<file path="config.mk">
export PLATFORM = sky130hd
export DESIGN_NAME = mips_seq_alu
export DESIGN_NICKNAME = d
export VERILOG_FILES = /design/src/rtl/mips_seq_alu.sv
export SDC_FILE = /design/constraint.sdc
export NUM_CORES = 1
export LEC_CHECK = 0
export ABC_AREA = 1
export BUFFER_PORTS_ARGS = -buffer_cell sky130_fd_sc_hd__buf_2
export CAP_MARGIN = 10
export CORE_UTILIZATION = 66
export CTS_CLUSTER_DIAMETER = 30
export DETAILED_ROUTE_END_ITERATION = 10
export PLACE_DENSITY_LB_ADDON = 0.12
export SKIP_CTS_REPAIR_TIMING = 1
export SLEW_MARGIN = 15
export SYNTH_ARGS = -nofsm -noshare
export SYNTH_HDL_FRONTEND = slang
export SYNTH_SLANG_ARGS = --single-unit
</file>
<file path="constraint.sdc">
create_clock -name clk -period 10.51 [get_ports clk]
set_input_delay 2.102 -clock clk [delete_from_list [all_inputs] [get_ports clk]]
set_output_delay 2.102 -clock clk [all_outputs]
set_load 0.02 [all_outputs]
</file>
<file path="src/rtl/mips_seq_alu.sv">
// Registered MIPS ALU with start/ready/done handshake and an iterative MULTU/DIVU unit.
// Define MIPS_SEQ_ALU_DIV_EN to include the DIVU datapath; otherwise code 4 is an unknown code.
module mips_seq_alu #(
    parameter int WIDTH = 32
) (
    input  logic             clk,
    input  logic             reset,
    input  logic             start,
    input  logic [3:0]       ALUctl,
    input  logic [WIDTH-1:0] A,
    input  logic [WIDTH-1:0] B,
    output logic             ready,
    output logic             done,
    output logic [WIDTH-1:0] ALUOut,
    output logic             Zero,
    output logic             Overflow,
    output logic [WIDTH-1:0] HI,
    output logic [WIDTH-1:0] LO
);
    localparam int CW = $clog2(WIDTH + 1);
    localparam logic [CW-1:0] CNT_INIT = CW'(WIDTH);
    localparam logic [CW-1:0] CNT_ONE  = CW'(1);

    localparam logic [3:0] OP_AND   = 4'd0;
    localparam logic [3:0] OP_OR    = 4'd1;
    localparam logic [3:0] OP_ADD   = 4'd2;
    localparam logic [3:0] OP_MULTU = 4'd3;
    localparam logic [3:0] OP_SUB   = 4'd6;
    localparam logic [3:0] OP_SLT   = 4'd7;
    localparam logic [3:0] OP_MFHI  = 4'd8;
    localparam logic [3:0] OP_MFLO  = 4'd9;
    localparam logic [3:0] OP_NOR   = 4'd12;
`ifdef MIPS_SEQ_ALU_DIV_EN
    localparam logic [3:0] OP_DIVU  = 4'd4;
`endif

    typedef enum logic [0:0] {IDLE = 1'b0, BUSY = 1'b1} state_t;

    state_t           state_r, state_s;
    logic [CW-1:0]    cnt_r, cnt_s;
    logic [WIDTH-1:0] acc_hi_r, acc_hi_s, acc_lo_r, acc_lo_s, opnd_r, opnd_s;
    logic [WIDTH-1:0] sum_s, diff_s, sc_res_s, sc_hi_s, sc_lo_s;
    logic             sc_ovf_s, iter_s;
    logic [WIDTH-1:0] res_s, hi_s, lo_s, step_hi_s, step_lo_s;
    logic             ovf_s, commit_s;
    logic [WIDTH:0]   mul_add_s;
`ifdef MIPS_SEQ_ALU_DIV_EN
    logic             is_div_r, is_div_s;
    logic [WIDTH:0]   div_shift_s, div_sub_s;
`endif

    assign ready = (state_r == IDLE);

    // Single-cycle result and classification of the requested operation.
    always_comb begin
        sum_s    = A + B;
        diff_s   = A - B;
        sc_res_s = {WIDTH{1'b0}};
        sc_ovf_s = 1'b0;
        sc_hi_s  = HI;
        sc_lo_s  = LO;
        iter_s   = 1'b0;
        case (ALUctl)
            OP_AND:   sc_res_s = A & B;
            OP_OR:    sc_res_s = A | B;
            OP_ADD: begin
                sc_res_s = sum_s;
                sc_ovf_s = (A[WIDTH-1] == B[WIDTH-1]) && (sum_s[WIDTH-1] != A[WIDTH-1]);
            end
            OP_SUB: begin
                sc_res_s = diff_s;
                sc_ovf_s = (A[WIDTH-1] != B[WIDTH-1]) && (diff_s[WIDTH-1] != A[WIDTH-1]);
            end
            OP_SLT:   sc_res_s = ($signed(A) < $signed(B)) ? {{(WIDTH-1){1'b0}}, 1'b1} : {WIDTH{1'b0}};
            OP_NOR:   sc_res_s = ~(A | B);
            OP_MFHI:  sc_res_s = HI;
            OP_MFLO:  sc_res_s = LO;
            OP_MULTU: iter_s = 1'b1;
`ifdef MIPS_SEQ_ALU_DIV_EN
            OP_DIVU: begin
                if (B == {WIDTH{1'b0}}) begin
                    sc_res_s = {WIDTH{1'b1}};
                    sc_hi_s  = A;
                    sc_lo_s  = {WIDTH{1'b1}};
                end else begin
                    iter_s = 1'b1;
                end
            end
`endif
            default:  sc_res_s = {WIDTH{1'b0}};
        endcase
    end

    // One iteration: shift-add multiply, or restoring shift-subtract divide.
    always_comb begin
        mul_add_s = {1'b0, acc_hi_r} + (acc_lo_r[0] ? {1'b0, opnd_r} : {(WIDTH+1){1'b0}});
        step_hi_s = mul_add_s[WIDTH:1];
        step_lo_s = {mul_add_s[0], acc_lo_r[WIDTH-1:1]};
`ifdef MIPS_SEQ_ALU_DIV_EN
        div_shift_s = {acc_hi_r, acc_lo_r[WIDTH-1]};
        div_sub_s   = div_shift_s - {1'b0, opnd_r};
        if (is_div_r) begin
            // A clear borrow bit means the trial subtraction fits: keep it, quotient bit 1.
            if (!div_sub_s[WIDTH]) begin
                step_hi_s = div_sub_s[WIDTH-1:0];
                step_lo_s = {acc_lo_r[WIDTH-2:0], 1'b1};
            end else begin
                step_hi_s = div_shift_s[WIDTH-1:0];
                step_lo_s = {acc_lo_r[WIDTH-2:0], 1'b0};
            end
        end else begin
            step_hi_s = mul_add_s[WIDTH:1];
            step_lo_s = {mul_add_s[0], acc_lo_r[WIDTH-1:1]};
        end
`endif
    end

    // Next-state, iteration bookkeeping and result commit selection.
    always_comb begin
        state_s  = state_r;
        cnt_s    = cnt_r;
        acc_hi_s = acc_hi_r;
        acc_lo_s = acc_lo_r;
        opnd_s   = opnd_r;
        commit_s = 1'b0;
        res_s    = ALUOut;
        hi_s     = HI;
        lo_s     = LO;
        ovf_s    = 1'b0;
`ifdef MIPS_SEQ_ALU_DIV_EN
        is_div_s = is_div_r;
`endif
        case (state_r)
            IDLE: begin
                if (start && iter_s) begin
                    state_s  = BUSY;
                    cnt_s    = CNT_INIT;
                    acc_hi_s = {WIDTH{1'b0}};
                    acc_lo_s = A;
                    opnd_s   = B;
`ifdef MIPS_SEQ_ALU_DIV_EN
                    is_div_s = (ALUctl == OP_DIVU);
`endif
                end else if (start) begin
                    commit_s = 1'b1;
                    res_s    = sc_res_s;
                    ovf_s    = sc_ovf_s;
                    hi_s     = sc_hi_s;
                    lo_s     = sc_lo_s;
                end else begin
                    state_s = IDLE;
                end
            end
            BUSY: begin
                acc_hi_s = step_hi_s;
                acc_lo_s = step_lo_s;
                cnt_s    = cnt_r - CNT_ONE;
                if (cnt_r == CNT_ONE) begin
                    state_s  = IDLE;
                    commit_s = 1'b1;
                    res_s    = step_lo_s;
                    hi_s     = step_hi_s;
                    lo_s     = step_lo_s;
                end else begin
                    state_s = BUSY;
                end
            end
            default: state_s = IDLE;
        endcase
    end

    // State, iteration and output registers.
    always_ff @(posedge clk or posedge reset) begin
        if (reset) begin
            state_r  <= IDLE;
            cnt_r    <= {CW{1'b0}};
            acc_hi_r <= {WIDTH{1'b0}};
            acc_lo_r <= {WIDTH{1'b0}};
            opnd_r   <= {WIDTH{1'b0}};
`ifdef MIPS_SEQ_ALU_DIV_EN
            is_div_r <= 1'b0;
`endif
            done     <= 1'b0;
            ALUOut   <= {WIDTH{1'b0}};
            Zero     <= 1'b1;
            Overflow <= 1'b0;
            HI       <= {WIDTH{1'b0}};
            LO       <= {WIDTH{1'b0}};
        end else begin
            state_r  <= state_s;
            cnt_r    <= cnt_s;
            acc_hi_r <= acc_hi_s;
            acc_lo_r <= acc_lo_s;
            opnd_r   <= opnd_s;
`ifdef MIPS_SEQ_ALU_DIV_EN
            is_div_r <= is_div_s;
`endif
            done     <= commit_s;
            if (commit_s) begin
                ALUOut   <= res_s;
                Zero     <= (res_s == {WIDTH{1'b0}});
                Overflow <= ovf_s;
                HI       <= hi_s;
                LO       <= lo_s;
            end else begin
                ALUOut   <= ALUOut;
                Zero     <= Zero;
                Overflow <= Overflow;
                HI       <= HI;
                LO       <= LO;
            end
        end
    end
endmodule

</file>
* Yosys cells after proc, flatten, opt, wreduce, memory -nomap -nowiden
Index checks and enable logic that the tools add are counted.
** Word-level totals
- Bits in registers :: 202
- Bits in latches :: 0
- RAM bits :: 0
- Bits in read-only memories :: 0
- Input bits :: 71
- Output and inout port bits :: 100
- Word-level logic and storage cells :: 71
- Memories kept :: 0
** Operators by class
- $add $sub $neg :: 4
- $mul :: 0
- Divide/modulo/power cells :: 0
- $lt $le $gt $ge :: 1
- Equal/unequal tests :: 15
- Shifts and indexed selects :: 0
- Multiplexer cells :: 29
- Bitwise gates (word level) :: 4
- Reduce and logical (&&, ||, !) cells :: 7
** Operators by type and width (number)
- 2-to-1 mux 32 bit :: 10
- one-hot mux 32 bit (8 select lines) :: 1
- one-hot mux 32 bit (2 select lines) :: 3
- adder 32 x 32 -> 33 bit :: 1
- adder 32 bit :: 1
- bitwise AND 32 bit :: 1
- logical NOT 32 bit :: 1
- < comparator 32 bit :: 1
- NOT 32 bit :: 1
- bitwise OR 32 bit :: 1
- subtractor 32 bit :: 1
- equality test 4 bit (second input constant) :: 3
- one-hot mux 6 bit (2 select lines) :: 1
- 2-to-1 mux 1 bit :: 10
- equality test 4 x 2 -> 1 bit (second input constant) :: 2
- equality test 4 x 3 -> 1 bit (second input constant) :: 2
- equality test 6 x 1 -> 1 bit (second input constant) :: 1
- 2-to-1 mux 6 bit :: 1
- one-hot mux 1 bit (2 select lines) :: 3
- subtractor 6 x 1 -> 6 bit (second input constant) :: 1
- equality test 4 x 1 -> 1 bit (second input constant) :: 1
- logical NOT 4 bit :: 1
- != test 2 x 1 -> 1 bit (second input constant) :: 2
- logical AND 1 bit :: 3
- 5 further kinds :: 7

* Depth between registers and ports, before layout
Gate-level depths: netlist (run 1).
- Depth after elaboration :: 7
- Depth in mapped cells :: 26
- Depth with buffers taken out :: 25

* Worst setup path after synthesis (run 1)
No wires, ideal clock.
- Kind :: input port to flip-flop
- Start :: in A[0]
- End :: reg Zero
- Arrival time :: 4.048 ns
- Data required time :: 10.450 ns
- Setup slack :: 6.402 ns
- Stages on the path :: 22
- Path through :: ha_1 inv_1 fa_1 o21ai_1 nand3_1 nand2_2 nand2_2 nand2_2 nand2_1 nand2_1 nand2_1 nand3_1 nand3_1 nand2_1 nand2_1 nand2_1 nand2_1 nor2_1 nand2_1 nor2_1 nand2_1 nand2_1
** On the way
- Word-level cells in the longest chain between the ends :: 7
- Elaborated cells between the ends (all ways) :: 12
- Those cells by class :: add/sub: 2; order compare: 1; mux: 5; bitwise: 3; reduce/logical: 1
** Ends and longest elaborated chain
- from (decl) :: RTL line 10 : input logic [WIDTH-1:0] A,
- < comparator 32 bit / bitwise OR 32 bit (equally long branches) :: RTL line 74, 65, 75
- 2-to-1 mux 1 bit / NOT 32 bit (equally long branches) :: RTL line 74, 75
- one-hot mux 32 bit (8 select lines) * :: RTL line 63 : case (ALUctl)
- 2-to-1 mux 32 bit * :: RTL line 144 : end else if (start) begin
- 2-to-1 mux 32 bit * :: RTL line 135 : if (start && iter_s) begin
- one-hot mux 32 bit (2 select lines) * :: RTL line 133 : case (state_r)
- logical NOT 32 bit * :: RTL line 201 : Zero <= (res_s == {WIDTH{1'b0}});
- to (signal assigned) :: RTL line 201
- to (signal assigned) :: RTL line 207 : Zero <= Zero;
- to (decl) :: RTL line 15 : output logic Zero,
Mark *: on every way between the ends. The rest lies on a longest branch, timed or not.
A chain may end at the register's enable or synchronous reset.

* Final worst setup path (run 1)
- Start :: in start
- End :: reg opnd_r[20]
** On the way
- Word-level cells in the longest chain between the ends :: 2
** Ends and longest elaborated chain
- from (decl) :: RTL line 8 : input logic start,
- logical AND 1 bit :: RTL line 135
- AND reduction 2 bit (no source line)
- to (signal assigned) :: RTL line 179 : opnd_r <= {WIDTH{1'b0}};
- to (signal assigned) :: RTL line 194 : opnd_r <= opnd_s;
- to (decl) :: RTL line 41 : logic [WIDTH-1:0] acc_hi_r, acc_hi_s, acc_lo_r, acc_lo_s, opnd_r, opnd_s;
Every way passes these cells.

==> flow_summary_export.csv, run 1 <==
group,metric,value,unit
clock_network,ctsHtreeMaxLevel,1,
worst_setup_path,crit-reg2reg-capture,"HI[30]$_DFFE_PP0P_",
pwr,power.switching,1.73,mW
drt,avgRoutedWirePerCell,21.7,um
timing,hold_viol,0,
pwr,combinationalPowerShare,41.1,%
pwr,p_sw_share,45.5,%
pwr,peakVddDrop,0.000220,V
drt,wl,67300,um
drt,antenna_left,0,
timing,rsz0062_at_grt,"no",
yosys,synth_edf_count,0,
layout,area_growth,10.5,%
outcome,status,"completed",
layout,n_fill_cell,2052,
global_route,grtUsageTotal,50.5,%
global_route,grt_max_degree,151,
floorplanning,core.rowCount,58,
yosys,syn_area,0.0173,mm2
worst_setup_path,end_kind,"register",
timing,max_clock_freq,0.200,GHz
yosys,synth_top_area_share,29.1,%
yosys,synthFlopType,"dfrtp_1",
floorplanning,fp.dieW,164,um
pwr,p_int,2.08,mW
drt,drcViolationCount,0,
yosys,yosysMostFrequentCell,"nand2_1",
floorplanning,die_h,164,um
yosys,synth_top_cell_by_area,"dfrtp_1",
floorplanning,initial_core_util,67.9,%
clock_network,clkLatencyLatePin,520,ps
layout,antenna_cells,0,
layout,layout.nets,2972,
drt,drtIter0Drc,3461,
yosys,ys_seq_area_share,29.3,%
timing,fin_worst_skew,12.8,ps
floorplanning,dieArea,0.0268,mm2
timing,worst_slew_pin_slew,1170,ps
layout,final_cell_count_no_fill,3107,
worst_setup_path,arrival,5350,ps
worst_setup_path,regToRegSetupSlack,6660,ps
clock_network,cts_buffer_depth,3,
place,gp_congestion,1.08,
yosys,synthesis.nets,2861,
yosys,yosys_warnings,0,
timing,max-slew-margin-rel,21.8,%
worst_setup_path,cp-start-kind,"input port",
pwr,fin_total_pwr,3.81,mW
job,max-cap-violations,0,
clock_network,clkTransAtPathRegs,60,ps
place,portBuffers,170,
clock_network,tritoncts,"done",
yosys,synthArstFlopShare,100,%
place,pre_cts_ws,5180,ps
timing,finalSetupTns,0,ps
drt,vias,19700,
clock_network,clock_sinks,202,
pwr,p_seq_share,33.8,%
place,post-dp-hpwl,50200,um
global_route,grt_pass1_wl,103000,um
worst_setup_path,critPathKind,"input port to register",
worst_hold_path,min_to,"opnd_r[24]$_DFFE_PP0P_",
worst_setup_path,required,10850,ps
floorplanning,core,0.0254,mm2
yosys,syn_inst,2645,
worst_hold_path,hold_depth,2,
layout,drive_gt1_share,10.7,%
timing,fin_crit_sh,47.7,%
drt,dr.pass1.iters,6,
yosys,syn_area_per_cell,6.52,um2
worst_setup_path,crit-reg2reg-launch,"acc_lo_r[0]$_DFFE_PP0P_",
timing,finalCriticalPeriod,5010,ps
clock_network,cts_made_buffers,27,
drt,viasPerCell,6.33,
worst_hold_path,hold_path_class,"register to register",
pwr,p_clk_share,25.1,%
yosys,yosys_register_bits,202,
worst_setup_path,startpoint,"start",
yosys,synth_area_leaders,"dfrtp_1 (29%), nand2_1 (19%), ha_1 (10%)",
worst_setup_path,worstPathMaxFanout,58,
worst_setup_path,reg2regPathDepth,14,
yosys,yosys.cell_types.count,54,
pwr,p_leak,10.6,nW
clock_network,clock-root-buffer,"clkbuf_16",
place,placed_cells,3057,
global_route,antenna_found_initial,2,
timing,setup_violations,0,
floorplanning,pin_count,171,
global_route,gr-total-overflow,0,
worst_hold_path,hold_start,"opnd_r[24]$_DFFE_PP0P_",
timing,setup_slack,5500,ps
global_route,grt_pass1_vias,18800,
yosys,yosys-top-cells-count,"nand2_1 (854), inv_1 (404), dfrtp_1 (201)",
timing,finalMaxSlewViolations,0,
pwr,power.density,200,mW/mm2
worst max path at each step:
| stage | end | slack, ps | cells after the start |
|---|---|---|---|
| 2_1_floorplan | ALUOut[0]$_DFFE_PP0P_ | 2900 | 1 |
| 3_3_place_gp | opnd_r[20]$_DFFE_PP0P_ | 5280 | 9 |
| 3_5_place_dp | opnd_r[19]$_DFFE_PP0P_ | 5180 | 9 |
| 4_1_cts | opnd_r[19]$_DFFE_PP0P_ | 5710 | 9 |
| 5_1_grt | opnd_r[20]$_DFFE_PP0P_ | 5300 | 9 |
| 6_report | opnd_r[20]$_DFFE_PP0P_ | 5500 | 9 |
registers in the layout, indices dropped and copies added (netlist names):
| signal | cells |
|---|---|
| LO | 32 |
| HI | 32 |
| acc_lo_r | 32 |
| opnd_r | 32 |
| Overflow | 1 |
| cnt_r | 6 |
| Zero | 1 |
| acc_hi_r | 32 |
| ALUOut | 32 |
| state_r | 1 |
| done | 1 |
critical path, stage by stage:
cell and delay [ps]:
buf_2 490, inv_1 150, nor4_1 310, inv_1 90, nor2_1 740, inv_2 570
buf_4 490, nand2_1 200, o21ai_0 160
cells by family (layout without fill, tap and decap cells):
family          count (synthesis)  count (layout)  synth area share [%]
buf+inv                       514             646                  12.0
flops                         202             202                  29.3
xor+xnor                       24              24                  1.22
compound gates                439             439                  15.1
fa+ha+maj                     145             145                  10.6
simple gates                 1321            1321                  31.7
final cells by class:
cell class              instances  area, um2  area share, %
clock buffers                  29        703           3.69
clock inverters                21        240           1.26
inverters                     414       1560           8.19
multi-input cells            1929      10100           53.2
flip-flops and latches        202       5060           26.5
well taps                     330        413           2.17
repair buffers                182        941           4.94
per-layer routing:
| layer | global-route usage [%] | part of all wire, % | wire (um) |
|---|---|---|---|
| met1 | 62.4 | 35 | 23900 |
| met2 | 77.8 | 43 | 28900 |
| met3 | 11.6 | 13 | 8570 |
| met4 | 36.4 | 8.7 | 5860 |
| met5 | 0 | 0.021 | 14 |
per-stage QoR:
| stage | hold WS, ps | util (%) | area (um2) |
|---|---|---|---|
| floorplan | 448 | - | 17300 |
| finish | 486 | 75.1 | 19100 |
| global placement | 464 | 71.3 | 18100 |
| CTS | 489 | 75.0 | 19100 |
| global route | 503 | 75.1 | 19100 |
| detailed placement | 473 | 71.3 | 18100 |
power by group through the flow:
stage | sequential [mW] | combinational (mW) | clock (mW)
6_report | 1.29 | 1.57 | 0.956
5_1_grt | 1.30 | 1.69 | 0.982
4_1_cts | 1.27 | 1.52 | 0.948
3_5_place_dp | 1.27 | 1.49 | 0
3_3_place_gp | 1.26 | 1.44 | 0
2_1_floorplan | 1.34 | 0.895 | 0
cell usage in the layout (no fill, tap or decap), types with 4 or more instances in the layout:
cell        instances
nand2_1           853
inv_1             400
dfrtp_1           200
nand3_1           190
nor2_1            173
buf_2             170
o21ai_0           142
ha_1              142
a21oi_1           116
o22ai_1            45
o21bai_1           29
o221ai_1           28
clkbuf_16          27
nand4_1            26
a211oi_1           25
o21ai_1            19
nor3_1             16
nor2_2             15
nand2_2            14
xor2_1             12
xnor2_1            12
buf_4              12
inv_2              11
o211ai_1           10
inv_6               7
clkinvlp_4          6
or2_2               5
a21oi_2             5
clkinv_4            5
nor4_1              4
a32o_1              4
nand3b_1            4
nand3_2             4
and2_1              4
(Power assumes the default switching activity.)
==> run 2, diff against run 1 <==
Settings changed: CORE_UTILIZATION 66 to 61.
Clock period 10.51 ns to 5.2 ns, I/O delays scaled along.
==> run 2 against run 1 <==
  * Worst setup slack worse by 4000 ps
  * Sequential share of layout area down 0.34 points
  * First-iteration DRC count down 25%
  * Register-to-register slack worse by 5100 ps
  * Clock-buffer cell count up 8
  * Clock power up 120%
  * Total power up 110%
  * Hold slack worse by 2.3 ps
  * Largest cell class unchanged
==> flow_summary_export.csv, run 2 (synthesis results as in run 1) <==
group,metric,value,unit
global_route,grt_max_degree,141,
pwr,peakVddDrop,0.000371,V
timing,finalCriticalPeriod,3680,ps
worst_setup_path,crit_top_cell,"nand2_1",
place,post-dp-hpwl,52600,um
worst_setup_path,regToRegSetupSlack,1520,ps
pwr,p_leak,10.8,nW
layout,n_fill_cell,2435,
job,max-cap-violations,0,
clock_network,cts_made_buffers,29,
clock_network,clkLatencyLatePin,550,ps
floorplanning,core,0.0278,mm2
floorplanning,dieArea,0.0290,mm2
place,placement.cell_area,0.0182,mm2
global_route,antenna_found_initial,3,
clock_network,clkTransAtPathRegs,60,ps
worst_setup_path,end_kind,"register",
layout,area_growth,11.9,%
drt,drcViolationCount,0,
layout,final_common_cell,"nand2_1",
timing,hold_viol,0,
timing,max-slew-margin-rel,22.6,%
floorplanning,die_h,170,um
worst_setup_path,path_depth,14,
clock_network,tritoncts,"done",
timing,finalSetupTns,0,ps
place,portBuffers,170,
drt,viasPerCell,6.09,
worst_setup_path,crit-reg2reg-capture,"Zero$_DFFE_PP1P_",
timing,setup_violations,0,
timing,worst_slew_pin_slew,1160,ps
worst_setup_path,arrival,4160,ps
worst_setup_path,critPathKind,"register to register",
floorplanning,pin_count,171,
floorplanning,initial_core_util,62.1,%
worst_setup_path,slowest_stage,"clkinv_1",
timing,max_clock_freq,0.272,GHz
drt,dr.pass1.iters,6,
worst_setup_path,worstPathMaxFanout,24,
layout,drive_gt1_share,10.9,%
layout,final_util,69.5,%
worst_hold_path,hold_start,"opnd_r[22]$_DFFE_PP0P_",
drt,avgRoutedWirePerCell,21.8,um
worst_setup_path,cp-start-kind,"register",
global_route,grt_pass1_wl,103000,um
timing,fin_crit_sh,70.8,%
clock_network,clock_sinks,202,
worst_setup_path,path_delay_family,"simple AND/OR/NAND/NOR gates",
worst_setup_path,required,5680,ps
worst_setup_path,slowest_delay,750,ps
global_route,gr-total-overflow,0,
pwr,power.density,412,mW/mm2
timing,finalMaxSlewViolations,0,
worst_hold_path,hold_path_class,"register to register",
global_route,grtUsageTotal,47.4,%
outcome,status,"completed",
drt,drtIter0Drc,2606,
layout,fin_area,0.0193,mm2
floorplanning,core.rowCount,61,
place,placed_cells,3114,
worst_setup_path,crit_chain,"inv_2 > nor2_4 > clkinv_1 > nand2_1 > nand2_1 > a21oi_1 > nand3_1 > nor2_1 > nand3_1 > nor2_1 > nand2_1 > nor2_1 > nand2_1 > nand2_1",
drt,antenna_left,0,
worst_setup_path,path_buf_inv,2,
drt,wl,69000,um
place,gp_congestion,1.10,
layout,layout.nets,2983,
worst_setup_path,reg2regPathDepth,14,
global_route,grt_pass1_vias,18300,
clock_network,ctsHtreeMaxLevel,1,
worst_hold_path,min_to,"opnd_r[22]$_DFFE_PP0P_",
floorplanning,fp.dieW,170,um
drt,vias,19300,
clock_network,cts_buffer_depth,3,
timing,fin_worst_skew,15.3,ps
worst_hold_path,hold_depth,2,
timing,rsz0062_at_grt,"no",
pwr,fin_total_pwr,7.96,mW
clock_network,clock-root-buffer,"clkbuf_16",
layout,final_cell_mix,"nand2_1 (854), inv_1 (400), dfrtp_1 (201), nand3_1 (190), nor2_1 (173)",
layout,final_cell_count_no_fill,3170,
worst_setup_path,crit-reg2reg-launch,"state_r$_DFF_PP0_",
-- run 2: cell types whose count changed in the layout (fill, tap and decap cells not counted), sizes merged --
cell,previous run,this run
clkbuf,29,37
buf,182,191
inv,419,415
diode,0,2
clkinvlp,6,3
bufinv,3,6
-- run 2: power breakdown --
part           switching [mW]  leakage [nW]  internal, mW
Sequential              0.477          2.70          2.11
Clock                   0.768         0.514          1.38
Combinational            2.27          7.55         0.958
-- run 2: how the worst max path moves through the flow --
stage	start	to
finish	state_r$_DFF_PP0_	Zero$_DFFE_PP1P_
global route	acc_lo_r[0]$_DFFE_PP0P_	HI[30]$_DFFE_PP0P_
CTS	A[31]	Zero$_DFFE_PP1P_
detailed placement	A[31]	Zero$_DFFE_PP1P_
global placement	A[31]	Zero$_DFFE_PP1P_
floorplan	reset	ALUOut[0]$_DFFE_PP0P_
-- run 2: tightest hold or removal path, delay by kind of cell, from the launching register on --
family,cells,cell delay [ps]
and+or+nand+nor,1,50
AOI/OAI and AO/OA,1,60
DFF,1,340
-- run 2: final cells by class --
class,instances,area [um2],share of cell area [%]
Clock buffer,37,796,4.12
Timing Repair Buffer,191,1020,5.29
Clock inverter,17,255,1.32
Antenna cell,2,5.00,0.0259
Tap cell,378,473,2.45
Multi-Input combinational cell,1929,10100,52.5
Sequential cell,202,5060,26.2
Inverter,414,1560,8.07
-- run 2: per-stage QoR --
step	hold slack (ps)	setup WS, ps
2_1_floorplan	448	1540
3_3_place_gp	462	1250
3_5_place_dp	477	1220
4_1_cts	490	1710
5_1_grt	510	1370
6_report	484	1520
-- run 2: metal layers --
metal | wire length (um) | vias up | track usage [%]
li1 | - | 8709 | -
met1 | 25400 | 8798 | 58.6
met2 | 29800 | 1443 | 74.3
met3 | 7750 | 348 | 7.77
met4 | 6140 | 0 | 35.8
met5 | 0 | - | 0
